**src/rtl/spread_clk_gen_if.sv**
```systemverilog
`default_nettype none
// ============================================================================
// Module   : spread_clk_gen_if
// Purpose  : Configuration handshake bundle for spread_clk_gen.
// Revision : 1.0 - initial release
// ============================================================================
interface spread_clk_gen_if #(
    parameter int CNT_W = 16,
    parameter int SF_W  = 8
);
    logic             cfg_valid;
    logic             cfg_ready;
    logic [CNT_W-1:0] cfg_half;
    logic [SF_W-1:0]  cfg_sf;
    logic             cfg_err;

    modport master (
        output cfg_valid,
        output cfg_half,
        output cfg_sf,
        input  cfg_ready,
        input  cfg_err
    );

    modport slave (
        input  cfg_valid,
        input  cfg_half,
        input  cfg_sf,
        output cfg_ready,
        output cfg_err
    );
endinterface
`default_nettype wire

```
**src/rtl/spread_clk_gen.sv**
```systemverilog
`default_nettype none
// ============================================================================
// Module   : spread_clk_gen
// Purpose  : Chip/bit clock generator with run-time half-period and
//            spreading-factor reconfiguration applied on bit boundaries.
//            Optional macro SYNC_IN_EN adds a sync_in phase-reset input.
// Revision : 1.0 - initial release
// ============================================================================
module spread_clk_gen #(
    parameter int CNT_W    = 16,
    parameter int SF_W     = 8,
    parameter int DEF_HALF = 50,
    parameter int DEF_SF   = 8
) (
    input  wire              clk_100,
    input  wire              rst,
    input  wire              en,
`ifdef SYNC_IN_EN
    input  wire              sync_in,
`endif
    spread_clk_gen_if.slave  cfg,
    output logic             clk_chip,
    output logic             chip_stb,
    output logic             clk_bit,
    output logic             bit_stb,
    output logic [SF_W-1:0]  chip_idx
);

    localparam logic [CNT_W-1:0] c_def_half = CNT_W'(DEF_HALF);
    localparam logic [SF_W-1:0]  c_def_sf   = SF_W'(DEF_SF);
    localparam logic [CNT_W-1:0] c_one_cnt  = CNT_W'(1);
    localparam logic [SF_W-1:0]  c_one_sf   = SF_W'(1);
    localparam logic [SF_W-1:0]  c_two_sf   = SF_W'(2);

    logic [CNT_W-1:0] r_half_cnt,  w_half_cnt_nxt;
    logic             r_clk_chip,  w_clk_chip_nxt;
    logic             r_chip_stb,  w_chip_stb_nxt;
    logic             r_clk_bit,   w_clk_bit_nxt;
    logic             r_bit_stb,   w_bit_stb_nxt;
    logic [SF_W-1:0]  r_chip_idx,  w_chip_idx_nxt;
    logic [CNT_W-1:0] r_act_half,  w_act_half_nxt;
    logic [SF_W-1:0]  r_act_sf,    w_act_sf_nxt;
    logic [CNT_W-1:0] r_pend_half, w_pend_half_nxt;
    logic [SF_W-1:0]  r_pend_sf,   w_pend_sf_nxt;
    logic             r_pend_valid, w_pend_valid_nxt;
    logic             r_cfg_err,   w_cfg_err_nxt;

    logic             w_sync;
    logic             w_wrap;
    logic             w_apply;
    logic             w_cfg_bad;
    logic [SF_W-1:0]  w_idx_inc;

`ifdef SYNC_IN_EN
    assign w_sync = sync_in;
`else
    assign w_sync = 1'b0;
`endif

    assign w_wrap    = (r_half_cnt == (r_act_half - c_one_cnt));
    assign w_idx_inc = (r_chip_idx >= (r_act_sf - c_one_sf)) ? '0 : (r_chip_idx + c_one_sf);
    assign w_cfg_bad = (cfg.cfg_half == '0) || (cfg.cfg_sf < c_two_sf);

    always_comb begin
        w_half_cnt_nxt   = r_half_cnt;
        w_clk_chip_nxt   = r_clk_chip;
        w_chip_stb_nxt   = 1'b0;
        w_clk_bit_nxt    = r_clk_bit;
        w_bit_stb_nxt    = 1'b0;
        w_chip_idx_nxt   = r_chip_idx;
        w_act_half_nxt   = r_act_half;
        w_act_sf_nxt     = r_act_sf;
        w_pend_half_nxt  = r_pend_half;
        w_pend_sf_nxt    = r_pend_sf;
        w_pend_valid_nxt = r_pend_valid;
        w_cfg_err_nxt    = 1'b0;
        w_apply          = 1'b0;

        if (en) begin
            if (w_sync) begin
                w_half_cnt_nxt = '0;
                w_clk_chip_nxt = 1'b1;
                w_chip_stb_nxt = 1'b1;
                w_chip_idx_nxt = '0;
                w_clk_bit_nxt  = 1'b1;
                w_bit_stb_nxt  = 1'b1;
                w_apply        = r_pend_valid;
            end else if (w_wrap) begin
                w_half_cnt_nxt = '0;
                w_clk_chip_nxt = ~r_clk_chip;
                if (!r_clk_chip) begin
                    w_chip_stb_nxt = 1'b1;
                    w_chip_idx_nxt = w_idx_inc;
                    if (w_idx_inc == '0) begin
                        w_clk_bit_nxt = 1'b1;
                        w_bit_stb_nxt = 1'b1;
                        w_apply       = r_pend_valid;
                    end else if (w_idx_inc == (r_act_sf >> 1)) begin
                        w_clk_bit_nxt = 1'b0;
                    end
                end
            end else begin
                w_half_cnt_nxt = r_half_cnt + c_one_cnt;
            end
        end else begin
            // While stopped there is no bit boundary to wait for.
            w_apply = r_pend_valid;
        end

        if (w_apply) begin
            w_act_half_nxt   = r_pend_half;
            w_act_sf_nxt     = r_pend_sf;
            w_pend_valid_nxt = 1'b0;
            w_half_cnt_nxt   = '0;
            w_chip_idx_nxt   = '0;
        end

        // Only reachable with nothing pending, so it never collides with w_apply.
        if (cfg.cfg_valid && !r_pend_valid) begin
            if (w_cfg_bad) begin
                w_cfg_err_nxt = 1'b1;
            end else begin
                w_pend_half_nxt  = cfg.cfg_half;
                w_pend_sf_nxt    = cfg.cfg_sf;
                w_pend_valid_nxt = 1'b1;
            end
        end
    end

    always_ff @(posedge clk_100) begin
        if (rst) begin
            r_half_cnt   <= '0;
            r_clk_chip   <= 1'b0;
            r_chip_stb   <= 1'b0;
            r_clk_bit    <= 1'b0;
            r_bit_stb    <= 1'b0;
            r_chip_idx   <= c_def_sf - c_one_sf;
            r_act_half   <= c_def_half;
            r_act_sf     <= c_def_sf;
            r_pend_half  <= '0;
            r_pend_sf    <= '0;
            r_pend_valid <= 1'b0;
            r_cfg_err    <= 1'b0;
        end else begin
            r_half_cnt   <= w_half_cnt_nxt;
            r_clk_chip   <= w_clk_chip_nxt;
            r_chip_stb   <= w_chip_stb_nxt;
            r_clk_bit    <= w_clk_bit_nxt;
            r_bit_stb    <= w_bit_stb_nxt;
            r_chip_idx   <= w_chip_idx_nxt;
            r_act_half   <= w_act_half_nxt;
            r_act_sf     <= w_act_sf_nxt;
            r_pend_half  <= w_pend_half_nxt;
            r_pend_sf    <= w_pend_sf_nxt;
            r_pend_valid <= w_pend_valid_nxt;
            r_cfg_err    <= w_cfg_err_nxt;
        end
    end

    assign clk_chip      = r_clk_chip;
    assign chip_stb      = r_chip_stb;
    assign clk_bit       = r_clk_bit;
    assign bit_stb       = r_bit_stb;
    assign chip_idx      = r_chip_idx;
    assign cfg.cfg_ready = ~r_pend_valid;
    assign cfg.cfg_err   = r_cfg_err;

endmodule
`default_nettype wire

```
**src/flat_wrapper.sv**
```systemverilog
// flat-port wrapper written by rule: the top's interface ports become plain ports
module spread_clk_gen_flat 
#(
    parameter int CNT_W    = 16,
    parameter int SF_W     = 8,
    parameter int DEF_HALF = 50,
    parameter int DEF_SF   = 8
)
  (clk_100, rst, en, clk_chip, chip_stb, clk_bit, bit_stb, chip_idx, cfg_cfg_valid, cfg_cfg_half, cfg_cfg_sf, cfg_cfg_ready, cfg_cfg_err);
  spread_clk_gen_if #(.CNT_W(CNT_W), .SF_W(SF_W)) cfg_i ();
  input  wire clk_100;
  input  wire rst;
  input  wire en;
  output logic clk_chip;
  output logic chip_stb;
  output logic clk_bit;
  output logic bit_stb;
  output logic [SF_W-1:0] chip_idx;
  input wire logic [$bits(cfg_i.cfg_valid)-1:0] cfg_cfg_valid;
  input wire logic [$bits(cfg_i.cfg_half)-1:0] cfg_cfg_half;
  input wire logic [$bits(cfg_i.cfg_sf)-1:0] cfg_cfg_sf;
  output wire logic [$bits(cfg_i.cfg_ready)-1:0] cfg_cfg_ready;
  output wire logic [$bits(cfg_i.cfg_err)-1:0] cfg_cfg_err;
  assign cfg_i.cfg_valid = cfg_cfg_valid;
  assign cfg_i.cfg_half = cfg_cfg_half;
  assign cfg_i.cfg_sf = cfg_cfg_sf;
  assign cfg_cfg_ready = cfg_i.cfg_ready;
  assign cfg_cfg_err = cfg_i.cfg_err;
  spread_clk_gen #(.CNT_W(CNT_W), .SF_W(SF_W), .DEF_HALF(DEF_HALF), .DEF_SF(DEF_SF)) u_core (.clk_100(clk_100), .rst(rst), .en(en), .cfg(cfg_i), .clk_chip(clk_chip), .chip_stb(chip_stb), .clk_bit(clk_bit), .bit_stb(bit_stb), .chip_idx(chip_idx));
endmodule
```
**config.mk**
```make
export PLATFORM = sky130hd
export DESIGN_NAME = spread_clk_gen_flat
export DESIGN_NICKNAME = d
export VERILOG_FILES = /design/src/rtl/spread_clk_gen_if.sv /design/src/rtl/spread_clk_gen.sv /design/src/flat_wrapper.sv
export SDC_FILE = /design/constraint.sdc
export NUM_CORES = 1
export LEC_CHECK = 0
export ABC_AREA = 1
export CORE_MARGIN = 2
export CORE_UTILIZATION = 58
export CTS_CLUSTER_SIZE = 10
export DETAILED_ROUTE_END_ITERATION = 7
export MAX_ROUTING_LAYER = met4
export PLACE_DENSITY = 0.81
export SLEW_MARGIN = 30
export SYNTH_ARGS = -nofsm -noshare
export SYNTH_HDL_FRONTEND = slang
export SYNTH_SLANG_ARGS = --single-unit
```
**constraint.sdc**
```tcl
create_clock -name clk_100 -period 3.35 [get_ports clk_100]
set_input_delay 0.335 -clock clk_100 [delete_from_list [all_inputs] [get_ports clk_100]]
set_output_delay 0.335 -clock clk_100 [all_outputs]
set_load 0.03 [all_outputs]
```
* After elaboration in Yosys (flattened, before gate mapping)
Index checks and enable logic that the tools add are counted.
Cells by class: add/sub/neg operators 4, order comparisons 2, equal/unequal tests 3, muxes and demuxes 18, bitwise operators 6, reductions and logical operators 17
Operators by type and width (count):
- 16-bit by 1-bit adder with 16-bit output, second input constant | 1
- 16-bit == test | 1
- 16-bit logical NOT | 1
- 16-bit two-way mux | 1
- 16-bit by 1-bit subtractor with 16-bit output, second input constant | 1
- 1-bit two-way mux | 12
- 3-bit two-way mux | 4
- 8-bit by 1-bit adder with 8-bit output, second input constant | 1
- 8-bit by 7-bit == test with 1-bit output | 1
- 8-bit >= comparator | 1
- 8-bit logical NOT | 1
- 8-bit by 2-bit < comparator with 1-bit output, second input constant | 1
- 8-bit two-way mux | 1
- 8-bit by 1-bit subtractor with 8-bit output, second input constant | 1
- 1-bit inverter | 6
- 3-bit AND reduction | 2
- 2-bit nonzero test | 3
- 2-bit AND reduction | 2
- 4-bit AND reduction | 1
- 2-bit OR reduction | 2
- 4-bit OR reduction | 1
- 3-bit OR reduction | 1
- 2-bit != test, second input constant | 1
- 1-bit logical AND | 1
- 2 further kinds | 2
Word-level totals: register bits after elaboration 78, bits of input ports 28, logic and storage cells 63

* Logic depth before layout (Yosys ltp)
depth in word-level cells 11, mapped depth 20, mapped depth without buffers 19

* Worst setup path before layout
Ideal clock, no wire load.
path type register -> register, start point register u_core.r_act_sf[0], end point register u_core.r_act_half[7], arrival 2.721 ns, data required time 3.235 ns, setup slack 0.514 ns, cell stages (with the launch flop) 21, path buffers 2, clock period less this slack 2.836 ns, cell sequence dfxtp_1 inv_1 ha_1 nand3_1 nor3_1 xor2_1 inv_1 ha_1 nand2_1 nor2_1 nand2_1 nand3_2 a21oi_1 nor2_1 nand3_1 nor2_1 nand3_4 buf_6 buf_6 a21oi_1 nor2_1
Between the ends: longest elaborated chain between the ends 8
RTL lines:
- start, declared | RTL line spread_clk_gen.sv:42 | logic [SF_W-1:0] r_act_sf, w_act_sf_nxt;
- start signal, assigned | RTL line spread_clk_gen.sv:139 | r_act_sf <= c_def_sf;
- start signal, assigned | RTL line spread_clk_gen.sv:152 | r_act_sf <= w_act_sf_nxt;
- 8-bit by 1-bit subtractor with 8-bit output | RTL line spread_clk_gen.sv:61 | assign w_idx_inc = (r_chip_idx >= (r_act_sf - c_one_sf)) ? '0 : (r_chip_idx + c_one_sf);
- 8-bit >= comparator | RTL line spread_clk_gen.sv:61
- 8-bit two-way mux | RTL line spread_clk_gen.sv:61
- 8-bit logical NOT | RTL line spread_clk_gen.sv:94 | if (w_idx_inc == '0) begin
- 1-bit two-way mux | RTL line spread_clk_gen.sv:94
- 1-bit two-way mux | RTL line spread_clk_gen.sv:91 | if (!r_clk_chip) begin
- 1-bit two-way mux | RTL line spread_clk_gen.sv:88 | end else if (w_wrap) begin
- 1-bit two-way mux | RTL line spread_clk_gen.sv:79 | if (en) begin
- end signal, assigned | RTL line spread_clk_gen.sv:138 | r_act_half <= c_def_half;
- end signal, assigned | RTL line spread_clk_gen.sv:151 | r_act_half <= w_act_half_nxt;
- end, declared | RTL line spread_clk_gen.sv:41 | logic [CNT_W-1:0] r_act_half, w_act_half_nxt;
No other way between the ends. A chain may end at the register's enable or synchronous reset.

* Final worst setup path
start point register u_core.r_act_sf[0], end point register u_core.r_act_half[13]
The elaborated chain is that of the path after synthesis.

==> impl_metrics.yaml <==
layout:
  drive_above_1_share: 0.0684
  antenna_cells: 0
  final_util: 0.686
  fin_cells: 818
  area_growth_pct: 15.5
  fin_area_um2: 5240
  nNetsFinal: 751
die:
  fp.dieH_um: 92.5
  die_x_um: 92.5
  die-area_um2: 8550
  ios: 42
  rows: 32
  core_area_um2: 7650
  start_util: 0.594
synth:
  syn_inst: 677
  ys_seq_area_frac: 0.344
  synthDistinctLibCells: 36
  synth.area.top_cells: "dfxtp_1, nand2_1, inv_1"
  synth_top_area_share: 0.344
  yosysMostFrequentCell: "nand2_1"
  synth_fp_nets: 717
  synth_edf_count: 0
  ys_ff_latch: 78
  async_reset_ff_frac: 0
  avgSynthCellArea_um2: 6.71
  synth_top_flop_cell: "dfxtp_1"
  syn_area_um2: 4540
  yosys.area.top_type: "dfxtp_1"
  ys_warn_count: 0
  ys_top_cells_by_count: "nand2_1, inv_1, nor2_1"
clocking:
  htreeDepth: 3
  cts_made_buffers: 9
  cts_tree: "yes"
  clk-insertion-delay-late_ps: 350
  root_buffer: "clkbuf_8"
  clk_pin_slew_ps: 80
  cts_buffer_depth: 2
  cts_hold_buf: 0
  clock-sinks: 78
sta:
  maxSlewViolCount: 0
  setup_violations: 0
  tns_ps: 0
  skew_ps: 8.26
  tightest_slew_ps: 572
  maxSlewHeadroom: 0.617
  worst_slack_ps: 234
  timing.fmax_ghz: 0.321
  min_period_over_period: 0.930
  finalCriticalPeriod_ps: 3120
  hold_violations: 0
  fin_hold_ws_ps: 448
setup_path:
  timing.rr.end: "u_core.r_act_half[13]"
  endpoint_kind: "flop"
  r2r-start: "u_core.r_act_sf[0]"
  crit_required_ps: 3590
  crit_end: "u_core.r_act_half[13]"
  r2r_slack_ps: 230
  startpoint_type: "flop"
  worst-setup-path-type: "flop to flop"
  startpoint: "u_core.r_act_sf[0]"
  path_max_fanout: 48
  reg2regPathDepth: 19
  arrival_ps: 3360
detailed_routing:
  drt_iter0_drc: 170
  wl_um: 10400
  firstDrtPassIters: 5
  vias: 4322
  remaining_drc_errors: 0
  antenna_left: 0
  viasPerCell: 5.28
  wire_per_inst_um: 12.7
placement:
  hpwlAfterDp_um: 7670
  dp_slack_ps: 282
  port_buffers: 41
  place_area_um2: 5020
  place_congestion: 0.975
  dp.cells: 801
global_route:
  grt_pass1_vias: 3919
  grt_max_degree: 55
  track_usage: 0.262
  grt_pass1_wl_um: 17700
  antenna_found_initial: 0
  grt_overflow: 0
pwr:
  p_leak_nw: 2.36
  p_per_area_nw_per_um2: 409
  ir_drop_mv: 0.252
  p_total_mw: 2.14
min_path:
  min_path_type: "flop to flop"
flow_run:
  max-cap-violations: 0
run_status:
  status: "finished clean"
## how the worst min path moves through the flow
stage,from,to,slack [ps],cells past startpoint
finish,u_core.r_pend_sf[1],u_core.r_pend_sf[1],450,2
global route,u_core.r_pend_half[14],u_core.r_pend_half[14],470,2
CTS,u_core.r_pend_half[6],u_core.r_pend_half[6],450,2
detailed placement,u_core.r_pend_half[6],u_core.r_pend_half[6],440,2
global placement,u_core.r_pend_sf[2],u_core.r_pend_sf[2],430,2
floorplan,rst,u_core.r_pend_valid,400,1
## state kept, by name (all words and copies together) (netlist names)
name and flops:
u_core.r_pend_valid 1, u_core.r_pend_sf 8, u_core.r_pend_half 16, u_core.cfg.cfg_err 1
u_core.r_act_sf 8, u_core.clk_chip 1, u_core.chip_idx 8, u_core.r_act_half 16
u_core.chip_stb 1, u_core.r_half_cnt 16, u_core.clk_bit 1, u_core.bit_stb 1
## cells in the final DEF (no fill, tap or decap), drive strengths merged
master,instances
nand3,59
inv,101
nand4,17
o211ai,2
and3,2
nor2,87
or2,3
nor4,8
dfxtp,78
clkbuf,10
clkdlybuf4s50,41
nand3b,5
buf,6
a31oi,1
bufinv,1
xor2,31
clkinvlp,2
a21o,1
xnor2,12
nor3,9
o21ai,32
a2bb2oi,1
o22ai,1
nor3b,1
clkinv,2
nand2,135
a21oi,56
ha,12
## per-layer routing
| layer | wire (µm) | global-route usage | vias to the layer above |
|---|---|---|---|
| li1 | - | - | 2241 |
| met1 | 5080 | 0.371 | 1926 |
| met2 | 4610 | 0.398 | 144 |
| met3 | 603 | 0.0317 | 11 |
| met4 | 98 | 0.0684 | 0 |
| met5 | 0 | - | - |
## worst max-delay path, stage by stage, from the launching register on
cell     delay [ps]
dfxtp_1         300
inv_1           120
ha_1            200
nand3_1         150
nor3_2          160
xor2_1          160
inv_1            50
ha_1            270
nand2_1          80
nor2_2          170
nand2_2         110
nand4_1         150
nand2_1          70
nor2_1          140
nand3_1         110
nor2_2          160
nand3_4         120
buf_12          200
a21oi_1         180
nor2_1           80
## final cells by class
cell class | count | area [µm²]
clock buffer | 10 | 128
multi-input combinational | 475 | 2510
tap | 102 | 128
timing repair buffer | 47 | 468
fill | 686 | 2400
inverter | 100 | 375
sequential | 78 | 1560
clock inverter | 6 | 71.3
## what timing repair did
| action | in CTS | in global routing |
|---|---|---|
| resized for setup | 0 | 7 |
| setup endpoints to repair | 0 | 42 |
| buffers inserted | 0 | 0 |
## kinds of logic (layout without fill, tap and decap cells)
group	Yosys count	after routing	synth area share
compound gates	94	94	0.107
xor+xnor	43	43	0.0830
buf+inv	125	163	0.108
simple gates	325	326	0.326
fa+ha+maj	12	12	0.0331
flops	78	78	0.344
## report_power, final
group | switching (mW) | internal [mW] | leakage [nW]
Combinational | 0.248 | 0.164 | 1.63
Clock | 0.365 | 0.350 | 0.0931
Sequential | 0.0423 | 0.973 | 0.638
Total | 0.655 | 1.49 | 2.36
No activity file was read; power rests on OpenSTA's default activity.
